File: src/rtl/simon_playback_sequencer_if.sv
// Playback bus between the Simon game controller, the pattern register file and the sequencer.
interface simon_playback_sequencer_if #(
  parameter int ADDR_W = 6,
  parameter int PAT_W  = 4
);
  logic              start;
  logic              abort;
  logic [ADDR_W-1:0] last;
  logic [PAT_W-1:0]  rd_data;
  logic [ADDR_W-1:0] rd_addr;
  logic [PAT_W-1:0]  pattern_leds;
  logic              busy;
  logic              done;

  modport master (
    output start, abort, last, rd_data,
    input  rd_addr, pattern_leds, busy, done
  );

  modport slave (
    input  start, abort, last, rd_data,
    output rd_addr, pattern_leds, busy, done
  );
endinterface

File: src/rtl/simon_playback_sequencer.sv
// Timed Simon playback: walks the pattern register file 0..last, showing each entry for ON_CYCLES
// then blanking for OFF_CYCLES. The blank gap is only built when SIMON_PLAYBACK_GAP_EN is defined.
module simon_playback_sequencer #(
  parameter int ADDR_W     = 6,
  parameter int PAT_W      = 4,
  parameter int ON_CYCLES  = 8,
  parameter int OFF_CYCLES = 4
) (
  input logic                       clk,
  input logic                       rst_n,
  simon_playback_sequencer_if.slave bus
);
  localparam int MAX_C = (ON_CYCLES > OFF_CYCLES) ? ON_CYCLES : OFF_CYCLES;
  localparam int CW    = (MAX_C > 1) ? $clog2(MAX_C) : 1;

  typedef enum logic [2:0] {
    IDLE  = 3'd0,
    FETCH = 3'd1,
    SHOW  = 3'd2,
    GAP   = 3'd3,
    DONE  = 3'd4
  } state_t;

  state_t            state, state_n;
  logic [CW-1:0]     cnt, cnt_n;
  logic [ADDR_W-1:0] addr, addr_n;
  logic [ADDR_W-1:0] last_q, last_n;
  logic [PAT_W-1:0]  leds, leds_n;
  logic              busy, done;

  always_ff @(posedge clk or negedge rst_n) begin
    if (!rst_n) begin
      state  <= IDLE;
      cnt    <= '0;
      addr   <= '0;
      last_q <= '0;
      leds   <= '0;
      busy   <= 1'b0;
      done   <= 1'b0;
    end else begin
      state  <= state_n;
      cnt    <= cnt_n;
      addr   <= addr_n;
      last_q <= last_n;
      leds   <= leds_n;
      busy   <= (state_n != IDLE);
      done   <= (state_n == DONE);
    end
  end

  always_comb begin
    state_n = state;
    cnt_n   = cnt;
    addr_n  = addr;
    last_n  = last_q;
    leds_n  = leds;
    case (state)
      IDLE: begin
        leds_n = '0;
        if (bus.start && !bus.abort) begin
          last_n  = bus.last;
          addr_n  = '0;
          state_n = FETCH;
        end
      end
      FETCH: begin
        leds_n  = bus.rd_data;
        cnt_n   = CW'(ON_CYCLES - 1);
        state_n = SHOW;
      end
      SHOW: begin
        if (cnt == '0) begin
          leds_n = '0;
`ifdef SIMON_PLAYBACK_GAP_EN
          cnt_n   = CW'(OFF_CYCLES - 1);
          state_n = GAP;
`else
          // no gap: step straight to the next fetch; compare before incrementing so addr never wraps
          if (addr == last_q) state_n = DONE;
          else begin
            addr_n  = addr + 1'b1;
            state_n = FETCH;
          end
`endif
        end else begin
          cnt_n = cnt - 1'b1;
        end
      end
`ifdef SIMON_PLAYBACK_GAP_EN
      GAP: begin
        leds_n = '0;
        if (cnt == '0) begin
          if (addr == last_q) state_n = DONE;
          else begin
            addr_n  = addr + 1'b1;
            state_n = FETCH;
          end
        end else begin
          cnt_n = cnt - 1'b1;
        end
      end
`endif
      DONE: begin
        leds_n  = '0;
        state_n = IDLE;
      end
      default: begin
        leds_n  = '0;
        state_n = IDLE;
      end
    endcase
    // abort leaves rd_addr where it was so the controller can see how far playback got
    if (bus.abort && state != IDLE) begin
      state_n = IDLE;
      leds_n  = '0;
      addr_n  = addr;
    end
  end

  assign bus.rd_addr      = addr;
  assign bus.pattern_leds = leds;
  assign bus.busy         = busy;
  assign bus.done         = done;
endmodule

File: src/flat_wrapper.sv
// flat-port wrapper written by rule: the top's interface ports become plain ports
module simon_playback_sequencer_flat 
#(
  parameter int ADDR_W     = 6,
  parameter int PAT_W      = 4,
  parameter int ON_CYCLES  = 8,
  parameter int OFF_CYCLES = 4
)
  (clk, rst_n, bus_start, bus_abort, bus_last, bus_rd_data, bus_rd_addr, bus_pattern_leds, bus_busy, bus_done);
  simon_playback_sequencer_if #(.ADDR_W(ADDR_W), .PAT_W(PAT_W)) bus_i ();
  input logic clk;
  input logic rst_n;
  input wire logic [$bits(bus_i.start)-1:0] bus_start;
  input wire logic [$bits(bus_i.abort)-1:0] bus_abort;
  input wire logic [$bits(bus_i.last)-1:0] bus_last;
  input wire logic [$bits(bus_i.rd_data)-1:0] bus_rd_data;
  output wire logic [$bits(bus_i.rd_addr)-1:0] bus_rd_addr;
  output wire logic [$bits(bus_i.pattern_leds)-1:0] bus_pattern_leds;
  output wire logic [$bits(bus_i.busy)-1:0] bus_busy;
  output wire logic [$bits(bus_i.done)-1:0] bus_done;
  assign bus_i.start = bus_start;
  assign bus_i.abort = bus_abort;
  assign bus_i.last = bus_last;
  assign bus_i.rd_data = bus_rd_data;
  assign bus_rd_addr = bus_i.rd_addr;
  assign bus_pattern_leds = bus_i.pattern_leds;
  assign bus_busy = bus_i.busy;
  assign bus_done = bus_i.done;
  simon_playback_sequencer #(.ADDR_W(ADDR_W), .PAT_W(PAT_W), .ON_CYCLES(ON_CYCLES), .OFF_CYCLES(OFF_CYCLES)) u_core (.clk(clk), .rst_n(rst_n), .bus(bus_i));
endmodule
File: config.mk
export PLATFORM = sky130hd
export DESIGN_NAME = simon_playback_sequencer_flat
export DESIGN_NICKNAME = d
export VERILOG_FILES = /design/src/rtl/simon_playback_sequencer_if.sv /design/src/rtl/simon_playback_sequencer.sv /design/src/flat_wrapper.sv
export SDC_FILE = /design/constraint.sdc
export NUM_CORES = 1
export LEC_CHECK = 0
export BUFFER_PORTS_ARGS = -buffer_cell sky130_fd_sc_hd__buf_4
export CAP_MARGIN = 40
export CORE_ASPECT_RATIO = 1.5
export CORE_MARGIN = 2
export CORE_UTILIZATION = 46
export DETAILED_ROUTE_END_ITERATION = 10
export PLACE_DENSITY = 0.69
export SYNTH_ARGS = -nofsm -noshare
export SYNTH_HDL_FRONTEND = slang
export SYNTH_SLANG_ARGS = --single-unit
File: constraint.sdc
create_clock -name clk -period 2.2 [get_ports clk]
set_input_delay 0.11 -clock clk [delete_from_list [all_inputs] [get_ports clk]]
set_output_delay 0.11 -clock clk [all_outputs]
set_load 0.03 [all_outputs]
==> results of run 1 <==
worst reg2reg max path, cell delays in order (launching register included):
cell and delay [ns]:
dfrtp_1 0.42, inv_1 0.09, ha_1 0.16, nor3b_2 0.22, nand3_2 0.20, a211oi_1 0.28
mux2i_1 0.22
report_power, final:
group	total (mW)	internal [mW]	switching [mW]
Sequential	0.512	0.483	0.0291
Clock	0.229	0.101	0.128
Combinational	0.179	0.0799	0.0993
layout by cell type, fill, tap and decap left out, types with 3 or more instances in the layout:
| cell type | instances |
|---|---|
| mux2i_1 | 6 |
| clkbuf_4 | 3 |
| a22oi_1 | 5 |
| mux2_2 | 3 |
| nor2_1 | 11 |
| mux2_1 | 3 |
| inv_1 | 3 |
| nand2_1 | 8 |
| ha_1 | 3 |
| xor2_1 | 6 |
| nand3_1 | 3 |
| nand2b_1 | 4 |
| dfrtp_1 | 24 |
| buf_4 | 26 |
final timing paths:
check	start	to	slack, ns
hold / removal	bus_last[1]	u_core.last_q[1]	0.003
hold reg to reg	u_core.cnt[0]	u_core.cnt[0]	0.50
min in group asynchronous	rst_n	u_core.state[2]	0.21
setup reg to reg	u_core.cnt[0]	u_core.bus.rd_addr[3]	0.56
setup / recovery	u_core.cnt[0]	u_core.bus.rd_addr[3]	0.56
max in group asynchronous	rst_n	u_core.bus.rd_addr[0]	1.75
per-stage QoR:
step	area (sq um)	power [mW]	util (%)	cells
finish	1450	0.920	59.0	156
global route	1450	0.970	59.0	156
CTS	1450	0.933	59.0	156
detailed placement	1390	0.700	56.7	150
global placement	1390	0.693	56.7	150
floorplan	1180	0.642	-	104
cells by family (layout without fill, tap and decap cells):
group           count (synthesis)  after routing  synth area share [%]
compound gates                 15             15                  10.6
xor+xnor                        7              7                  5.18
fa+ha+maj                       3              3                  3.17
buf+inv                         7             35                  2.64
flops                          24             24                  50.7
mux                            12             12                  10.8
simple gates                   36             36                  16.9
final cells by class:
| type | instances | area [sq um] | share of cell area, % |
|---|---|---|---|
| Multi-Input combinational cell | 73 | 552 | 38.2 |
| Tap cell | 24 | 30.0 | 2.08 |
| Clock buffer | 4 | 36.3 | 2.51 |
| Inverter | 3 | 11.3 | 0.779 |
| Sequential cell | 24 | 601 | 41.6 |
| Timing Repair Buffer | 28 | 215 | 14.9 |
sequential cells by signal, indices dropped and copies added, names as in the netlist:
register and cells:
u_core.bus.done 1, u_core.bus.busy 1, u_core.bus.rd_addr 6, u_core.cnt 3
u_core.bus.pattern_leds 4, u_core.last_q 6, u_core.state 3
layer usage:
metal / part of all wire (%) / vias up / track usage (%) / wire length, microns
met5: 0 / - / 0 / 0
li1: - / 418 / - / -
met2: 56 / 12 / 30.3 / 1280
met1: 40 / 442 / 19.6 / 895
met4: 1.5 / 0 / 5.51 / 33
met3: 2.5 / 5 / 1.64 / 56
synth_stat cells, types with 2 or more instances:
library cell,count
a211oi_1,2
a21oi_1,2
a22oi_1,5
buf_2,4
dfrtp_1,24
ha_1,3
inv_1,3
mux2_1,3
mux2_2,3
mux2i_1,6
nand2_1,8
nand2b_1,4
nand3_1,3
nand4_1,2
nor2_1,11
nor2_2,2
xor2_1,6
==> results.ini, run 1 <==
[outcome]
status = finished clean

[timing]
worst_pin_slew_ns = 0.472
hold_slack_ns = 0.00286
clock_skew_ns = 0.00110
slew_violations = 0
slew_headroom_pct = 68.3
min_period_ns = 1.64
setup_viol = 0
fmax_mhz = 609
hold_viol = 0
fin_ws_ns = 0.557
fin_setup_tns_ns = 0
fin_crit_sh_pct = 74.7
rsz0062_at_grt = false

[critical_path]
crit_arrival_ns = 1.89
required_ns = 2.44
slowest_stage = dfrtp_1
endpoint_kind = register
path_class = register to register
critPathBufInv = 1
worstPathMaxFanout = 7
crit_chain = inv_1 > ha_1 > nor3b_2 > nand3_2 > a211oi_1 > mux2i_1
cp_top_family = simple AND/OR/NAND/NOR gates
max_stage_delay_ns = 0.42
worst-path-stages = 6
start_kind = register
ff2ff_path_depth = 6

[pwr]
p_leak_nw = 0.666
powerDensity_nw_per_um2 = 637
ir_worst_vdd_mv = 0.342

[floorplanning]
rows = 22
core_area_sq_um = 2450
io_pins = 26
die_w_microns = 45.4
die_y_microns = 66.1
initial_utilization_pct = 48.3
die_area_sq_um = 3000

[layout]
layout.nets = 150
area_growth_pct = 22.1
fill_cells = 221
diodes = 0
drive_above_1_share_pct = 30.3

[detailed_routing]
drt-pass1-iter-count = 4
ant_nets = 0
num_vias = 877
initialDrtViolationCount = 22
routed_via_density = 5.62
post_drt_wl_per_cell_microns = 14.5
drc = 0
routed_wl_microns = 2260

[logic_synthesis]
yosysUniqueCellTypes = 30
syn_area_sq_um = 1180
syn_inst = 104
yosys_warnings = 0
avgSynthCellArea_sq_um = 11.4
synth_edf_count = 0
ys_seq_area_share_pct = 50.7
synthTopCellsByArea = dfrtp_1 (51%), mux2i_1 (5.1%), xor2_1 (4.4%)
yosysTopAreaCell = dfrtp_1
synth_ff_type = dfrtp_1
syn-num-nets = 121
ys_ff_latch = 24
async_flop_share_pct = 100
yosysTopAreaCellShare_pct = 50.7

[clocking]
path_clk_slew_ns = 0.12
clk_latency_ns = 0.31
tritoncts = built
post_cts_buffers = 0
cts_made_buffers = 3
cts-resized-gates = 0
htree_levels = 1
cts_root_buffer = clkbuf_4
cts_hold_buf = 2
cts_sinks = 24
clockBufferDepth = 2

[placed_design]
dp.final_hpwl_microns = 1670
numPortBuffers = 25
pre_cts_slack_ns = 0.579
gp_congestion = 0.764

[global_route]
overflow = 0
grt_pass1_vias = 862
antenna_found_initial = 0
grt_max_degree = 25
grt.total_usage_pct = 16.7
grt_pass1_wl_microns = 3660

[hold_path]
min_path_cells = 2
hold_path.class = input pin to register

[run]
maxCapViolations = 0

(Power assumes the default switching activity.)
==> inputs of run 2 (changes only) <==
==> constraint.sdc (replaced) <==
create_clock -name clk -period 1.55 [get_ports clk]
set_input_delay 0.0775 -clock clk [delete_from_list [all_inputs] [get_ports clk]]
set_output_delay 0.0775 -clock clk [all_outputs]
set_load 0.03 [all_outputs]
==> run 2 against run 1 <==
Against the previous run:
- the flow now finishes with violations (negative setup slack)
- die area did not move
- critical path depth did not move
- final area rose by 17%
- sequential share of layout area fell by 5.7 points
- clock power rose by 43%
- final cell count rose by 12%
- clock skew rose by 0.0021 ns
- utilization rose by 9.8 points
- critical endpoint is now u_core.bus.rd_addr[4]
==> results.ini, run 2 (synthesis results as in run 1) <==
[critical_path]
path_class = register to register  ; unchanged
worstPathMaxFanout = 5  ; was 7
start_kind = register  ; unchanged
endpoint_kind = register  ; unchanged
critPathBufInv = 1  ; unchanged
crit_arrival_ns = 1.81  ; was 1.89 ns
slowest_stage = dfrtp_1  ; unchanged
crit_chain = inv_2 > ha_4 > nor3b_4 > nand3_4 > a211oi_2 > mux2i_1  ; was inv_1 > ha_1 > nor3b_2 > nand3_2 > a211oi_1 > mux2i_1
cp_top_family = simple AND/OR/NAND/NOR gates  ; unchanged
max_stage_delay_ns = 0.41  ; was 0.42 ns
required_ns = 1.80  ; was 2.44 ns

[layout]
fin_util_pct = 68.7  ; was 59.0%
fill_cells = 185  ; was 221
diodes = 0  ; unchanged
final_common_cell = buf_4  ; unchanged
area_growth_pct = 42.3  ; was 22.1%
layout.nets = 169  ; was 150
drive_above_1_share_pct = 42.4  ; was 30.3%
instances_no_fill = 175  ; was 156
final_cell_mix = buf_4 (38), dfrtp_1 (22), nor2_1 (11)  ; was buf_4 (26), dfrtp_1 (24), nor2_1 (11)

[timing]
fin_crit_sh_pct = 100  ; was 74.7%
worst_pin_slew_ns = 0.460  ; was 0.472 ns
slew_headroom_pct = 69.3  ; was 68.3%
setup_viol = 2  ; was 0
fin_setup_tns_ns = -0.0142  ; was 0 ns
min_period_ns = 1.56  ; was 1.64 ns
hold_slack_ns = 0.0142  ; was 0.00286 ns
slew_violations = 0  ; unchanged
fmax_mhz = 642  ; was 609 MHz
fin_ws_ns = -0.00722  ; was 0.557 ns
clock_skew_ns = 0.00319  ; was 0.00110 ns
rsz0062_at_grt = true  ; was false
hold_viol = 0  ; unchanged

[hold_path]
hold_path.class = input pin to register  ; unchanged

[floorplanning]
die_w_microns = 45.4  ; unchanged
rows = 22  ; unchanged
io_pins = 26  ; unchanged
core_area_sq_um = 2450  ; unchanged
initial_utilization_pct = 48.3  ; unchanged
die_area_sq_um = 3000  ; unchanged
die_y_microns = 66.1  ; unchanged

[placed_design]
dp.final_hpwl_microns = 1730  ; was 1670 microns
dp.cells = 156  ; was 150
numPortBuffers = 25  ; unchanged
gp_congestion = 0.825  ; was 0.764

[detailed_routing]
post_drt_wl_per_cell_microns = 14.3  ; was 14.5 microns
routed_via_density = 5.41  ; was 5.62
drc = 0  ; unchanged
routed_wl_microns = 2500  ; was 2260 microns
initialDrtViolationCount = 16  ; was 22
ant_nets = 0  ; unchanged
drt-pass1-iter-count = 4  ; unchanged
num_vias = 946  ; was 877

[outcome]
violations = negative setup slack
status = complete, but fails checks  ; was finished clean

[global_route]
grt_pass1_wl_microns = 4150  ; was 3660 microns
overflow = 0  ; unchanged
grt.total_usage_pct = 19.0  ; was 16.7%
grt_max_degree = 25  ; unchanged
antenna_found_initial = 0  ; unchanged
grt_pass1_vias = 980  ; was 862

[clocking]
cts_root_buffer = clkbuf_4  ; unchanged
path_clk_slew_ns = 0.12  ; about the same
htree_levels = 1  ; unchanged
cts_sinks = 24  ; unchanged
cts_made_buffers = 3  ; unchanged
clk_latency_ns = 0.32  ; was 0.31 ns
tritoncts = built  ; unchanged
clockBufferDepth = 2  ; unchanged

[pwr]
power_mw = 1.40  ; was 920 uW
ir_worst_vdd_mv = 0.594  ; was 0.342 mV
powerDensity_nw_per_um2 = 832  ; was 637 nW/um^2
p_leak_nw = 0.760  ; was 0.666 nW

[run]
maxCapViolations = 0  ; unchanged

run 2: through the flow:
| stage | instance area [sq um] | worst slack, ns |
|---|---|---|
| after floorplan | 1190 | -0.0195 |
| after global placement | 1440 | -0.0988 |
| after detailed placement | 1440 | -0.139 |
| after CTS | 1670 | -0.0140 |
| after global routing | 1680 | -0.128 |
| final | 1680 | -0.00722 |
run 2: cell type report:
type	instances	area [sq um]	share of cell area, %
tap	24	30.0	1.78
inverter	3	11.3	0.669
clock buffer	4	36.3	2.15
timing repair buffer	47	375	22.3
multi-input combinational	73	628	37.3
sequential	24	603	35.8
run 2: metal layers:
layer	GRT usage [%]	routed length, microns	share of wire, %	vias up
met4	9.93	53	2.1	0
met1	20.0	948	38	461
met2	34.9	1420	57	23
met5	0	0	0	-
li1	-	-	-	457
met3	1.64	77	3.1	5
run 2: worst paths after layout:
path	startpoint	to	slack (ns)	depth (start not counted)
worst max-delay path	u_core.cnt[1]	u_core.bus.rd_addr[4]	-0.007	6
worst min-delay path	bus_rd_data[2]	u_core.bus.pattern_leds[2]	0.01	3
worst max register to register	u_core.cnt[1]	u_core.bus.rd_addr[4]	-0.007	6
worst min register to register	u_core.last_q[3]	u_core.last_q[3]	0.54	1
max in group asynchronous	rst_n	u_core.bus.rd_addr[2]	1.13	2
min in group asynchronous	rst_n	u_core.bus.done	0.17	2
run 2: timing repair:
item                                    CTS  global route
hold buffers                              9             0
hold endpoints to repair                 36             0
gates resized for setup                  11             3
cloned                                    0             0
buffers inserted                          5             1
endpoints found under the setup margin    6            12
pin swaps                                 4             0
run 2: worst min-delay path: cells and delay by family:
kind / cells / cell delay, ns
buf+inv: 1 / 0.07
simple gates: 1 / 0.08
compound gates: 1 / 0.06
run 2: power breakdown:
group          internal [mW]  leakage (nW)  total, mW  switching, mW
Clock                  0.144        0.0210      0.327          0.183
Combinational          0.165         0.437      0.342          0.177
Sequential             0.685         0.302      0.732         0.0473
Total                  0.994         0.760       1.40          0.407
